[src/rtl/bht_update_scheduler.sv]
// Write-port sequencer for the branch history table: initialisation walk, EX update FIFO, prediction gating.
// Optional statistics counters are built only when BHT_SCHED_STATS_EN is defined.
module bht_update_scheduler #(
  parameter int INDEX_WIDTH = 6,
  parameter int QUEUE_DEPTH = 4,
  parameter int CNT_WIDTH   = 16
) (
  input  logic                   clk,
  input  logic                   reset,
  input  logic                   flush_req,
  input  logic                   upd_valid,
  input  logic [31:0]            upd_pc,
  input  logic                   upd_taken,
  input  logic                   tbl_ready,
  output logic                   tbl_we,
  output logic [INDEX_WIDTH-1:0] tbl_index,
  output logic                   tbl_init,
  output logic                   tbl_taken,
  output logic                   pred_en,
  output logic                   busy,
  output logic [CNT_WIDTH-1:0]   drop_count,
  output logic [CNT_WIDTH-1:0]   upd_count
);

  localparam int PTR_W = $clog2(QUEUE_DEPTH);
  localparam logic [INDEX_WIDTH-1:0] IDX_LAST = '1;
  localparam logic [INDEX_WIDTH-1:0] IDX_ONE  = 1;
  localparam logic [PTR_W-1:0]       PTR_ONE  = 1;
  localparam logic [PTR_W:0]         OCC_ONE  = 1;
  localparam logic [PTR_W:0]         OCC_FULL = (PTR_W+1)'(QUEUE_DEPTH);

  typedef enum logic [1:0] {BOOT, INIT, RUN} state_t;

  state_t                  state_reg, state_next;
  logic [INDEX_WIDTH-1:0]  init_idx_reg, init_idx_next;
  logic [PTR_W-1:0]        wr_ptr_reg, wr_ptr_next;
  logic [PTR_W-1:0]        rd_ptr_reg, rd_ptr_next;
  logic [PTR_W:0]          occ_reg, occ_next;

  logic [INDEX_WIDTH-1:0]  slot_index [QUEUE_DEPTH];
  logic                    slot_taken [QUEUE_DEPTH];

  logic fifo_empty, fifo_full, accept, pop, push;
  logic unused_pc;

  assign unused_pc  = ^{upd_pc[31:2+INDEX_WIDTH], upd_pc[1:0]};
  assign fifo_empty = (occ_reg == '0);
  assign fifo_full  = (occ_reg == OCC_FULL);
  assign accept     = tbl_we && tbl_ready;
  assign pop        = (state_reg == RUN) && accept;
  // A full FIFO still takes the new entry when the head leaves on the same edge.
  assign push       = (state_reg == RUN) && upd_valid && !flush_req && (!fifo_full || pop);
  assign busy       = (state_reg != RUN) || !fifo_empty;

  for (genvar gi = 0; gi < QUEUE_DEPTH; gi++) begin : g_slot
    logic [INDEX_WIDTH-1:0] index_reg;
    logic                   taken_reg;

    always_ff @(posedge clk) begin
      if (push && (wr_ptr_reg == PTR_W'(gi))) begin
        index_reg <= upd_pc[2 +: INDEX_WIDTH];
        taken_reg <= upd_taken;
      end
    end

    assign slot_index[gi] = index_reg;
    assign slot_taken[gi] = taken_reg;
  end

  always_comb begin
    tbl_we    = 1'b0;
    tbl_index = init_idx_reg;
    tbl_init  = 1'b0;
    tbl_taken = 1'b0;
    pred_en   = 1'b0;
    case (state_reg)
      INIT: begin
        tbl_we   = 1'b1;
        tbl_init = 1'b1;
      end
      RUN: begin
        pred_en   = 1'b1;
        tbl_we    = !fifo_empty;
        tbl_index = slot_index[rd_ptr_reg];
        tbl_taken = slot_taken[rd_ptr_reg];
      end
      default: ;
    endcase
  end

  always_comb begin
    state_next    = state_reg;
    init_idx_next = init_idx_reg;
    wr_ptr_next   = wr_ptr_reg;
    rd_ptr_next   = rd_ptr_reg;
    occ_next      = occ_reg;
    case (state_reg)
      BOOT: state_next = INIT;
      INIT: begin
        if (accept) begin
          if (init_idx_reg == IDX_LAST) begin
            state_next    = RUN;
            init_idx_next = '0;
          end else begin
            init_idx_next = init_idx_reg + IDX_ONE;
          end
        end
      end
      RUN: begin
        if (push) wr_ptr_next = wr_ptr_reg + PTR_ONE;
        if (pop)  rd_ptr_next = rd_ptr_reg + PTR_ONE;
        case ({push, pop})
          2'b10:   occ_next = occ_reg + OCC_ONE;
          2'b01:   occ_next = occ_reg - OCC_ONE;
          default: ;
        endcase
      end
      default: state_next = BOOT;
    endcase
    // Flush overrides everything, including a same-cycle push.
    if (flush_req) begin
      state_next    = INIT;
      init_idx_next = '0;
      wr_ptr_next   = '0;
      rd_ptr_next   = '0;
      occ_next      = '0;
    end
  end

  always_ff @(posedge clk or posedge reset) begin
    if (reset) begin
      state_reg    <= BOOT;
      init_idx_reg <= '0;
      wr_ptr_reg   <= '0;
      rd_ptr_reg   <= '0;
      occ_reg      <= '0;
    end else begin
      state_reg    <= state_next;
      init_idx_reg <= init_idx_next;
      wr_ptr_reg   <= wr_ptr_next;
      rd_ptr_reg   <= rd_ptr_next;
      occ_reg      <= occ_next;
    end
  end

`ifdef BHT_SCHED_STATS_EN
  localparam logic [CNT_WIDTH-1:0] CNT_ONE = 1;

  logic                 drop;
  logic [CNT_WIDTH-1:0] drop_cnt_reg, upd_cnt_reg;

  assign drop = (state_reg == RUN) && upd_valid && !flush_req && fifo_full && !pop;

  always_ff @(posedge clk or posedge reset) begin
    if (reset) begin
      drop_cnt_reg <= '0;
      upd_cnt_reg  <= '0;
    end else begin
      if (drop && (drop_cnt_reg != '1)) drop_cnt_reg <= drop_cnt_reg + CNT_ONE;
      if (pop && (upd_cnt_reg != '1))   upd_cnt_reg  <= upd_cnt_reg + CNT_ONE;
    end
  end

  assign drop_count = drop_cnt_reg;
  assign upd_count  = upd_cnt_reg;
`else
  assign drop_count = '0;
  assign upd_count  = '0;
`endif

endmodule
[config.mk]
export PLATFORM = sky130hd
export DESIGN_NAME = bht_update_scheduler
export DESIGN_NICKNAME = d
export VERILOG_FILES = /design/src/rtl/bht_update_scheduler.sv
export SDC_FILE = /design/constraint.sdc
export NUM_CORES = 1
export LEC_CHECK = 0
export CORE_MARGIN = 10
export CORE_UTILIZATION = 47
export CTS_BUF_LIST = sky130_fd_sc_hd__clkbuf_4 sky130_fd_sc_hd__clkbuf_8
export DETAILED_ROUTE_END_ITERATION = 8
export GPL_TIMING_DRIVEN = 0
export MAX_ROUTING_LAYER = met4
export PLACE_DENSITY = 0.88
export SYNTH_ARGS = -nofsm -noshare
export SYNTH_HDL_FRONTEND = slang
export SYNTH_SLANG_ARGS = --single-unit
[constraint.sdc]
create_clock -name clk -period 3.15 [get_ports clk]
set_clock_uncertainty 0.15 [all_clocks]
set_input_delay 0.63 -clock clk [delete_from_list [all_inputs] [get_ports clk]]
set_output_delay 0.63 -clock clk [all_outputs]
set_load 0.05 [all_outputs]
Word level (Yosys, flattened, before mapping) --
Cells that the tools add are included. Widths: inputs -> output; s select.
Storage, ports and cells: output and inout bits 43, word-level logic and storage cells 89, bits in registers 43, bits of input ports 38
Operators by class: add/sub/neg operators 5, muxes and demuxes 28, order comparisons 1, bitwise gates (word level) 1, reductions and logical operators 28, equal/unequal tests 13
Operator list (number):
- $mux 6 | 7
- $mux 2 | 9
- $bmux 6 s2 | 1
- $reduce_bool 2->1 | 5
- $logic_and 1x1->1 | 9
- $eq 2x2->1 const B | 4
- $reduce_and 2->1 | 4
- $add 6x1->6 const B | 1
- $eq 2x1->1 const B | 3
- $eq 6x6->1 const B | 1
- $mux 3 | 2
- $ne 3x3->1 const B | 2
- $pmux 2 s3 | 1
- $pmux 3 s2 | 1
- $mux 1 | 5
- $add 2x1->2 const B | 2
- $logic_not 2->1 | 2
- $ne 2x2->1 const B | 2
- $add 3x1->3 const B | 1
- $eq 3x3->1 const B | 1
- $ge 3x3->1 const B | 1
- $logic_not 1->1 | 3
- $logic_not 3->1 | 1
- $not 2->3 | 1
- other kinds (6) | 7

Logic depth before layout (Yosys ltp) --
word-level depth 11, depth in mapped cells 9

Worst setup path after synthesis --
Ideal clock, no wire load.
path type reg-to-output, start reg state_reg[0], end out tbl_we, setup slack 0.231 ns, path buffers 1, data required time 2.370 ns, arrival 2.139 ns, stages on the path, launching flop included 6, cell sequence dfrtp_1 > inv_1 > ha_1 > clkbuf_1 > a21oi_1 > nor2b_1
Between the ends: word-level cells in the longest chain between the ends 2, elaborated cells between the ends (all ways) 3
Ends and longest elaborated chain:
- start, declared | RTL line 34 | state_t state_reg, state_next;
- start signal, assigned | RTL line 138 | state_reg <= state_next;
- $eq 2x2->1 or $eq 2x1->1 (tied branches) | RTL line 76 | case (state_reg)
- $pmux 1 s2 * | RTL line 76
- end, declared | RTL line 15 | output logic tbl_we,
Mark *: on every way between the ends. The rest lies on a longest branch, timed or not.

Worst setup path in the final report --
start reg state_reg[0], end out busy
Between the ends: word-level cells in the longest chain between the ends 2
Ends and longest elaborated chain:
- $ne 2x2->1 | RTL line 53 | assign busy = (state_reg != RUN) || !fifo_empty;
- $logic_or 1x1->1 | RTL line 53
- end, declared | RTL line 20 | output logic busy,
Every way passes these cells.

==> run summary <==
final count of hold timing violations: 0
Cell variety after synth: 41
Yosys reg bits: 43
DR WL/cell: 14.4 µm
CTS max path bufs: 2
first-pass GRT wire length: 7470 µm
GR Overflow Total: 0
Slew Viols, Final: 0
number of antenna diodes: 0
area of the die: 0.00825 mm²
Mapped Area: 0.00236 mm²
Main synth FF type: edfxtp_1
worst-path maximum fanout: 10
Ys Warns: 0
Final Util: 60.2%
async set-reset flop share out of synthesis: 34.9%
CP bufs+invs: 3
critical-path cell list: inv_1 -> ha_1 -> clkbuf_2 -> nand3b_1 -> clkdlybuf4s50_1
Reg clk slew, reported paths: 0.08 ns
fmax: 0.336 GHz
Post-CTS Hold Fix Bufs: 0
Worst path top cell family by delay: buffers and inverters
CTS tree: built
hold crit path type: reg -> reg
Initial Util: 49.3%
initial antenna violation count: 0
post-layout minimum cycle time: 2.97 ns
core area: 0.00479 mm²
vias post-DR: 1456
Worst EP required: 2.37 ns
Maximum Capacitance Violations: 0
vias in the first global route: 1440
Startpoint Class: flip-flop
fin crit share: 94.4%
Layout area overhead: 22.2%
die height: 90.8 µm
critical path class: reg -> out
die width: 90.8 µm
Overall Global Routing Usage: 11.4%
Final Setup Violations: 0
Core Rows: 25
Seq/Total Area, Yosys: 51.6%
Max stage delay on crit path: 0.81 ns
CTS Buf Count: 5
initial DRC count: 79
worst IR drop on VDD: 0.000405 V
number of synthesized flops with an enable pin: 28
final wirelength: 4470 µm
slew margin rel.: 56.7%
share of cells above drive strength 1: 26.6%
Fin Setup TNS: 0 ns
largest net degree at the start of global routing: 16
critical path endpoint category: primary output
Root Driver: clkbuf_8
Post-Syn Instances: 183
DR DRC count: 0
Avg Vias per Cell: 4.68
RSZ-0062 raised after global routing: no
endpoint arrival time on the critical path: 2.19 ns
H-tree depth: 2
Pwr per Cell Area: 613 mW/mm²
hpwl dp: 3500 µm
Slowest cell on crit path: clkdlybuf4s50_1
Post-DRT Antenna Nets: 0
Post-CTS Repair Setup Buffers: 0
most frequent cells in the layout: buf_4 (32), conb_1 (32), edfxtp_1 (28)
Clock Latency Late Sink: 0.29 ns
P_leak: 1.30 nW
Ports: 81
Clock Sinks: 43
Least-Margin Pin Slew: 0.647 ns
Tot Pwr: 1.77 mW
drt pass-1 iters: 4
Port Buf Inserts: 22
Syn Area/Cell: 12.9 µm²
nets: 291
gpl congestion: 0.794
outcome: completed
Largest register FFs: 24
Min Hold Slack: 0.393 ns
## Yosys cell counts (2+ instances only)
master / instances / area (µm²)
a21oi_1: 5 / 25.0
buf_6: 2 / 22.5
nand2_1: 13 / 48.8
inv_1: 7 / 26.3
mux2_4: 2 / 30.0
mux4_2: 7 / 158
buf_4: 32 / 240
dfrtp_1: 15 / 375
or3_1: 2 / 12.5
o21ai_0: 5 / 25.0
nand3b_1: 2 / 15.0
mux2_2: 7 / 78.8
nor2b_1: 2 / 12.5
and2_1: 5 / 31.3
clkbuf_1: 2 / 7.51
mux2i_1: 3 / 30.0
xor2_1: 3 / 26.3
a31oi_1: 3 / 18.8
ha_1: 9 / 113
and3_1: 2 / 12.5
nor2_1: 8 / 30.0
edfxtp_1: 28 / 841
## cell families after synthesis
| kind of cell | after synthesis | share of synthesized area [%] |
|---|---|---|
| flip-flops | 43 | 51.6 |
| adder cells (fa/ha/maj) | 10 | 5.62 |
| other | 1 | 0.159 |
| multiplexers | 19 | 12.6 |
| AO/OA/AOI/OAI | 22 | 7.43 |
| buffers and inverters | 44 | 12.8 |
| XOR/XNOR | 3 | 1.11 |
| AND/OR/NAND/NOR | 41 | 8.75 |
## path summary, 6_finish.rpt
kind	end	from	cells past startpoint	slack, ns
hold / removal	init_idx_reg[5]	init_idx_reg[5]	2	0.39
setup reg to reg	occ_reg[2]	state_reg[0]	9	0.43
hold reg to reg	init_idx_reg[5]	init_idx_reg[5]	2	0.39
max in group asynchronous	init_idx_reg[0]	reset	2	1.93
setup / recovery	busy	state_reg[0]	5	0.18
min in group asynchronous	wr_ptr_reg[0]	reset	2	0.53
## where the power goes
group          switching, mW  internal [mW]  total (mW)  leakage [nW]
sequential            0.0335          0.637       0.670         0.455
combinational          0.452          0.230       0.682         0.788
clock                  0.181          0.232       0.413        0.0556
total                  0.666           1.10        1.77          1.30
## cell type report
class                   count  area (µm²)
well taps                  67        83.8
clock buffers               5        68.8
repair buffers             22         214
multi-input cells         127         957
inverters                   7        26.3
fillers                   382        1900
clock inverters             3        38.8
plain buffers              37         277
flip-flops and latches     43        1220
## routing by layer
layer | GRT usage [%] | part of all wire (%) | vias to the layer above
met5 | - | 0 | -
met4 | 4.05 | 1.1 | 0
met3 | 4.07 | 8.1 | 4
met2 | 18.8 | 51 | 47
met1 | 12.5 | 40 | 696
li1 | - | - | 709
## per-stage QoR
| step | area [µm²] | setup slack, ns | instances |
|---|---|---|---|
| after floorplan | 2470 | 0.231 | 214 |
| after global placement | 2780 | 0.0825 | 303 |
| after detailed placement | 2780 | 0.0239 | 303 |
| after CTS | 2880 | 0.0582 | 311 |
| after global routing | 2880 | 0.0501 | 311 |
| final | 2880 | 0.176 | 311 |
## timing repair
action                                  CTS  global route
endpoints found under the setup margin    9             1
resized for setup                         8             1
cloned                                    0             0
## worst register-to-register path, cell delays in order, from the launching register on
cell	delay, ns
dfrtp_1	0.39
inv_1	0.09
ha_1	0.36
and3_1	0.21
o21ai_4	0.11
a21oi_1	0.09
fa_1	0.41
or2_2	0.32
o2bb2a_4	0.20
mux2_4	0.28
Note: power is estimated with default switching activity, not from simulation.
